<file path="src/rtl/lsu_sequencer.sv">
// Load/store sequencer: alignment check, lane enables, store replication, dmem req/ack handshake, load extension.
// Optional define LSU_TIMEOUT_EN builds an ack-wait timeout that faults the access with code 11.

module lsu_sequencer #(
   parameter int bitwidth = 32,
   parameter int TIMEOUT  = 15
) (
   input  logic                clk,
   input  logic                reset,
   input  logic                op_valid,
   input  logic                mem_read,
   input  logic                mem_write,
   input  logic [2:0]          funct3,
   input  logic [bitwidth-1:0] addr,
   input  logic [bitwidth-1:0] wdata,
   output logic                stall,
   output logic                done,
   output logic [bitwidth-1:0] rdata,
   output logic                err_valid,
   output logic [1:0]          err_code,
   output logic                dmem_req,
   output logic                dmem_we,
   output logic [bitwidth-1:0] dmem_addr,
   output logic [3:0]          dmem_be,
   output logic [bitwidth-1:0] dmem_wdata,
   input  logic                dmem_ack,
   input  logic [bitwidth-1:0] dmem_rdata
);

   typedef enum logic [1:0] {IDLE, REQ, RESP, ERR} state_t;

   state_t      state_q;
   logic [29:0] waddr_q;
   logic [1:0]  lane_q;
   logic [1:0]  size_q;
   logic        sext_q;
   logic        we_q;
   logic [3:0]  be_q;
   logic [31:0] wdata_q;
   logic [31:0] rdata_q;
   logic [1:0]  err_code_q;
`ifdef LSU_TIMEOUT_EN
   logic [7:0]  tmo_cnt_q;
`else
   // Deliberately unsinked: the timeout depth has no meaning without the counter.
   logic [7:0]  unused_timeout;
   assign unused_timeout = 8'(TIMEOUT);
`endif

   // Decode of the operation offered in IDLE; these are the values latched on accept.
   logic        f3_legal_d;
   logic        misaligned_d;
   logic [3:0]  be_d;
   logic [31:0] wdata_d;

   // NOTE: every always_comb output gets a default first so no latch is inferred.
   always_comb begin
      f3_legal_d = 1'b0;
      case (funct3)
         3'b000, 3'b001, 3'b010: f3_legal_d = 1'b1;
         3'b100, 3'b101:         f3_legal_d = mem_read;
         default:                f3_legal_d = 1'b0;
      endcase
      misaligned_d = ((funct3[1:0] == 2'b01) & addr[0]) |
                     ((funct3[1:0] == 2'b10) & (addr[1:0] != 2'b00));
      be_d    = 4'b1111;
      wdata_d = wdata;
      case (funct3[1:0])
         2'b00: begin
            be_d    = 4'b0001 << addr[1:0];
            wdata_d = {4{wdata[7:0]}};
         end
         2'b01: begin
            be_d    = 4'b0011 << addr[1:0];
            wdata_d = {2{wdata[15:0]}};
         end
         default: ;
      endcase
   end

   logic [31:0] lane_word;
   logic [31:0] load_ext;

   always_comb begin
      lane_word = dmem_rdata >> {lane_q, 3'b000};
      case (size_q)
         2'b00:   load_ext = {{24{sext_q & lane_word[7]}}, lane_word[7:0]};
         2'b01:   load_ext = {{16{sext_q & lane_word[15]}}, lane_word[15:0]};
         default: load_ext = lane_word;
      endcase
   end

   // NOTE: sequential state uses non-blocking assignments only; datapath latches are reset too so every output is 0 out of reset.
   always_ff @(posedge clk or posedge reset) begin
      if (reset) begin
         state_q    <= IDLE;
         waddr_q    <= '0;
         lane_q     <= '0;
         size_q     <= '0;
         sext_q     <= 1'b0;
         we_q       <= 1'b0;
         be_q       <= '0;
         wdata_q    <= '0;
         rdata_q    <= '0;
         err_code_q <= '0;
`ifdef LSU_TIMEOUT_EN
         tmo_cnt_q  <= '0;
`endif
      end else begin
         case (state_q)
            IDLE: begin
               if (op_valid && mem_read && mem_write) begin
                  state_q    <= ERR;
                  err_code_q <= 2'b10;
               end else if (op_valid && (mem_read || mem_write)) begin
                  if (!f3_legal_d) begin
                     state_q    <= ERR;
                     err_code_q <= 2'b10;
                  end else if (misaligned_d) begin
                     state_q    <= ERR;
                     err_code_q <= 2'b01;
                  end else begin
                     state_q <= REQ;
                     waddr_q <= addr[31:2];
                     lane_q  <= addr[1:0];
                     size_q  <= funct3[1:0];
                     sext_q  <= ~funct3[2];
                     we_q    <= mem_write;
                     be_q    <= be_d;
                     wdata_q <= wdata_d;
`ifdef LSU_TIMEOUT_EN
                     tmo_cnt_q <= '0;
`endif
                  end
               end
            end
            REQ: begin
               // An ack in the expiry cycle still completes the access.
               if (dmem_ack) begin
                  state_q <= RESP;
                  rdata_q <= we_q ? 32'h0 : load_ext;
               end
`ifdef LSU_TIMEOUT_EN
               else if (tmo_cnt_q == 8'(TIMEOUT - 1)) begin
                  state_q    <= ERR;
                  err_code_q <= 2'b11;
               end else begin
                  tmo_cnt_q <= tmo_cnt_q + 8'd1;
               end
`endif
            end
            RESP:    state_q <= IDLE;
            ERR:     state_q <= IDLE;
            default: state_q <= IDLE;
         endcase
      end
   end

   assign stall      = (state_q == REQ) |
                       ((state_q == IDLE) & op_valid & (mem_read | mem_write));
   assign done       = (state_q == RESP);
   assign err_valid  = (state_q == ERR);
   assign err_code   = err_code_q;
   assign rdata      = rdata_q;
   assign dmem_req   = (state_q == REQ);
   assign dmem_we    = (state_q == REQ) & we_q;
   assign dmem_addr  = {waddr_q, 2'b00};
   assign dmem_be    = be_q;
   assign dmem_wdata = wdata_q;

endmodule

</file>
<file path="config.mk">
export PLATFORM = sky130hd
export DESIGN_NAME = lsu_sequencer
export DESIGN_NICKNAME = d
export VERILOG_FILES = /design/src/rtl/lsu_sequencer.sv
export SDC_FILE = /design/constraint.sdc
export NUM_CORES = 1
export LEC_CHECK = 0
export CORE_MARGIN = 8
export CORE_UTILIZATION = 40
export CTS_CLUSTER_SIZE = 12
export DETAILED_ROUTE_END_ITERATION = 16
export DONT_BUFFER_PORTS = 1
export SYNTH_ARGS = -nofsm -noshare
export SYNTH_HDL_FRONTEND = slang
export SYNTH_SLANG_ARGS = --single-unit
</file>
<file path="constraint.sdc">
create_clock -name clk -period 5.3 [get_ports clk]
set_input_delay 1.325 -clock clk [delete_from_list [all_inputs] [get_ports clk]]
set_output_delay 1.325 -clock clk [all_outputs]
set_load 0.03 [all_outputs]
</file>
After elaboration in Yosys (flattened, before gate mapping)
Index checks and enable logic that the tools add are counted.
{"block": "word_totals", "latch_bits": 0, "out_inout_bits": 107, "rom_bits": 0, "mem_count": 0, "elab_cells": 71, "in_bits": 105, "regBits": 108, "ram_bits": 0}
{"block": "classes", "bitwise": 13, "muxes": 15, "n_eq_ne": 13, "shift": 3, "n_reduce_logical": 17, "add_sub_neg": 0, "div_mod_pow": 0, "order_cmp": 0, "multipliers": 0}
{"op": "$pmux 32 s2", "n": 2}
{"op": "$mux 32", "n": 1}
{"op": "$shr 32x5->32", "n": 1}
{"op": "$mux 2", "n": 9}
{"op": "$pmux 4 s2", "n": 1}
{"op": "$and 1x1->1", "n": 7}
{"op": "$eq 2x1->1 const B", "n": 3}
{"op": "$eq 2x2->1 const B", "n": 3}
{"op": "$eq 3x3->1 const B", "n": 2}
{"op": "$logic_not 2->1", "n": 3}
{"op": "$pmux 2 s3", "n": 1}
{"op": "$reduce_and 5->1", "n": 1}
{"op": "$reduce_and 2->1", "n": 2}
{"op": "$reduce_bool 2->1", "n": 2}
{"op": "$reduce_or 2->1", "n": 2}
{"op": "$shl 1x2->4 const A", "n": 1}
{"op": "$shl 2x2->4 const A", "n": 1}
{"op": "$eq 3x1->1 const B", "n": 1}
{"op": "$eq 3x2->1 const B", "n": 1}
{"op": "$logic_and 1x1->1", "n": 3}
{"op": "$logic_not 3->1", "n": 1}
{"op": "$ne 3x1->1 const B", "n": 1}
{"op": "$ne 3x3->1 const B", "n": 1}
{"op": "$not 1->1", "n": 3}
{"op": "other kinds (6)", "n": 8}

Logic depth before layout (Yosys ltp)
{"block": "depth", "word_depth": 8, "depth_mapped": 7, "ltp_nobuf": 4}

Worst setup path before layout
Ideal clock, no wire load.
{"block": "synth_path", "path_kind": "input -> output", "from": "input mem_read", "to": "output stall", "n_path_buf": 0, "setup_slack_ns": 2.078, "arrival_time_ns": 1.897, "cell_stages": 2, "required_ns": 3.975, "path_cell_list": "o21ai_1 -> a21oi_1"}
{"block": "synth_between", "elab_chain_len": 3}
{"item": "start: declaration", "line": "11", "source": "input logic mem_read,"}
{"item": "$or 1x1->1", "line": "160", "source": "((state_q == IDLE) & op_valid & (mem_read | mem_write));"}
{"item": "$and 1x1->1", "line": "160"}
{"item": "$or 1x1->1", "line": "159", "source": "assign stall = (state_q == REQ) |"}
{"item": "end: declaration", "line": "16", "source": "output logic stall,"}
No other way between the ends.

Worst setup path after layout
Same ends and word-level chain as after synthesis.

==> impl_results.md <==
* Gate power share at about a fifth
* Vias at roughly 3200
* Crit path time final at around 3.3 ns
* Worst r2r src: state_q[1]$_DFFE_PP0P_
* Critical-path maximum fanout at 3
* Reg clk slew, reported paths at about 0.070 ns
* DRC Markers at 0
* R2r setup slk at ~2.9 ns
* Post-CTS Setup Inserts at 0
* Tcrit/Tclk final at 61.57%
* Crit path max-delay cell type: a21oi_1
* Synth top area share at 53.08%
* Core box area at roughly 13000 um2
* Max frequency at 0.3064 GHz
* Max-cap violations at 0
* Synth Cell Area at 5091 um2
* Clock buffer depth at 2
* Final Skew at 0.009863 ns
* DR vias/cell at 5.635
* Die height at 128.8 um
* Average size of a mapped cell at 12.70 um2
* Worst path depth at 2
* Overall routing resource usage at between 10% and 20%
* Hold path cells at 2
* Cell Pwr Density at slightly below 700 nW/um2
* Sink Count at 108
* Design area at roughly 5500 um2
* Vias in the first global route at ~3500
* Slew Limit Headroom at 41.79%
* First-pass GRT wire length at a little over 20000 um
* Cell Rows at slightly above 40
* Switching portion of total power at 46.03%
* Share of post-route cells with drive strength above 1 at between 10% and 20%
* Hold path start: sext_q$_DFFE_PP0P_
* Setup crit end kind: output port
* Die Span X at roughly 130 um
* Library cells used by synthesis at 42
* Final Max Tran Viols at 0
* Inst Count DP at between 500 and 600
* Setup TNS at 0 ns
* CP peak stage delay at 0.55 ns
* CTS Hold Bufs at 0
* CP arrival at between 1.5 and 2 ns
* Ant diodes at 0
* Worst path bufs/invs at 0
* DIE AREA at ~17000 um2
* Fin. Hold Viols at 0
* P_sw at roughly 0.0017 W
* Post-synth EDFFs at 0
* Fin nets at between 400 and 500
* # setup viols final at 0
* Final Non-Filler Cells at 565
* CP Launch Point: mem_read
* Final WL at between 10000 and 15000 um
* Yosys reg bits at approximately 110
* RR Endpoint: rdata[25]$_DFFE_PP0P_
* Top-level I/O count at about 210
* Port bufs at 0
* Wire per inst at roughly 23 um
* TritonCTS clock tree: built
* Synth Flop Type: dfrtp_1
* Cells after Synth at about 400
* Crit path to: stall
* Slew @ Worst Pin at 0.8732 ns
* Fill cell count at 1216
* Sequential Area at 2703 um2
* Layout area overhead at 8.626%
* Final core utilization at between 40% and 50%
* Largest area contributor in the netlist: dfrtp_1
* Hold Crit Class: register to register
* R2R depth at 4
* Register share of total power at 60.0%
* Initial antenna violation count at 0
* Synth area leaders: dfrtp_1, mux2_1, mux2_2
* ANT nets after route at 0
* Pleak at approximately 2.4 nW
* Critical path type: primary input to output port
* Hold_ws at 0.5498 ns
* Root Driver: clkbuf_16
* Cell family with the largest share of critical-path delay: compound AO/OA/AOI/OAI gates
* Post-DP HPWL at a little under 10000 um
* Pre-antenna DRT Iters at 4
* Instance area at placement at 5205 um2
* Grt total ovfl at 0
* Clock power frac at between 10% and 20%
* P_int at approximately 0.002 W
* Unrepaired setup endpoints after global routing: no
* Initial DRC Count at about 180
* Num CTS Buffers at 9
* Largest net degree at the start of global routing at 71
* Ys async rst share at 100.0%
* Max IR drop VDD at around 340 uV
* CP cell instances: o21ai_1 -> a21oi_1
* Area occupied by multi-input gates at approximately 2200 um2
* CTS resizes at 0
* Initial Utilization at between 40% and 50%
* Outcome: completed
* H-tree levels at 3
* Startpoint types: primary input
* Routability cong. at just under 0.8
* Clk_lat worst skew at about 0.35 ns
* Post-synthesis sequential area ratio at roughly 53%
* Synth warn at 0
* Worst Path Required at ~4 ns
## how the worst min path moves through the flow
| stage | endpoint | slack [ns] |
|---|---|---|
| after floorplan | we_q$_DFFE_PP0P_ | 0.49 |
| after global placement | sext_q$_DFFE_PP0P_ | 0.53 |
| after detailed placement | sext_q$_DFFE_PP0P_ | 0.54 |
| after CTS | sext_q$_DFFE_PP0P_ | 0.56 |
| after global routing | sext_q$_DFFE_PP0P_ | 0.58 |
| final | sext_q$_DFFE_PP0P_ | 0.55 |
## logic make-up (layout without fill, tap and decap cells)
logic type | Yosys count | count (layout) | share of synthesized area [%]
DFF | 108 | 108 | 53.08
xor gates and xnor gates | 1 | 1 | 0.1721
muxes | 120 | 120 | 26.17
buffers and inverters | 36 | 27 | 3.367
other | 1 | 2 | 0.07366
AOI/OAI and AO/OA | 79 | 79 | 10.54
and+or+nand+nor | 56 | 56 | 6.586
## power groups by stage
stage | Clock [W] | Sequential, W | Combinational, W
2_1_floorplan | 0 | 0.00217 | 0.000695
3_3_place_gp | 0 | 0.00226 | 0.000750
3_5_place_dp | 0 | 0.00226 | 0.000781
4_1_cts | 0.000750 | 0.00225 | 0.000782
5_1_grt | 0.000781 | 0.00229 | 0.000861
6_report | 0.000723 | 0.00223 | 0.000767
## metrics by stage
stage / worst slack (ns) / total power, W
5_1_grt: 2.018 / 0.003931
3_3_place_gp: 2.035 / 0.003008
6_report: 2.037 / 0.003724
3_5_place_dp: 2.025 / 0.003043
2_1_floorplan: 1.129 / 0.002863
4_1_cts: 2.034 / 0.003782
## synth_stat cells (all sizes together) (2+ instances only)
cell and count:
or3 2, clkbuf 10, nand2 25, mux2i 24
nand2b 2, o21ai 33, nor2 4, dfrtp 108
and2 2, a22o 8, buf 21, nor3b 2
o21bai 2, inv 5, nand3b 10, nor2b 3
a221o 16, mux2 95, a21o 2, a21oi 13
## metal layers
| metal | vias to the layer above | track usage, % | wire length (um) |
|---|---|---|---|
| li1 | 1434 | - | - |
| met5 | - | 0 | 0 |
| met2 | 154 | 25.62 | 6192 |
| met3 | 11 | 9.185 | 2069 |
| met4 | 0 | 5.805 | 170 |
| met1 | 1585 | 16.59 | 4633 |
## placed cells by master, fill, tap and decap left out, drive strengths merged, types with 3 or more instances in the layout
cell type / synthesis / layout
mux2: 95 / 95
a22o: 8 / 8
o21ai: 33 / 33
nand2: 25 / 25
a21oi: 13 / 13
a221o: 16 / 16
nand3b: 10 / 10
dfrtp: 108 / 108
nor2: 4 / 4
nor2b: 3 / 3
buf: 21 / 6
mux2i: 24 / 24
inv: 5 / 6
clkbuf: 10 / 10
## sequential cells by signal (all words and copies together) (netlist names)
| signal | cells |
|---|---|
| dmem_be | 4 |
| dmem_wdata | 32 |
| err_code | 2 |
| lane_q | 2 |
| rdata | 32 |
| sext_q | 1 |
| size_q | 2 |
| state_q | 2 |
| waddr_q | 30 |
| we_q | 1 |
## cell type report
cell class / count / area share [%]
clock buffer: 10 / 4.321
clock inverter: 6 / 1.561
inverter: 5 / 0.3846
multi-input combinational: 258 / 40.16
sequential: 108 / 48.87
tap: 172 / 3.891
timing repair buffer: 6 / 0.8145
(Power assumes the default switching activity.)
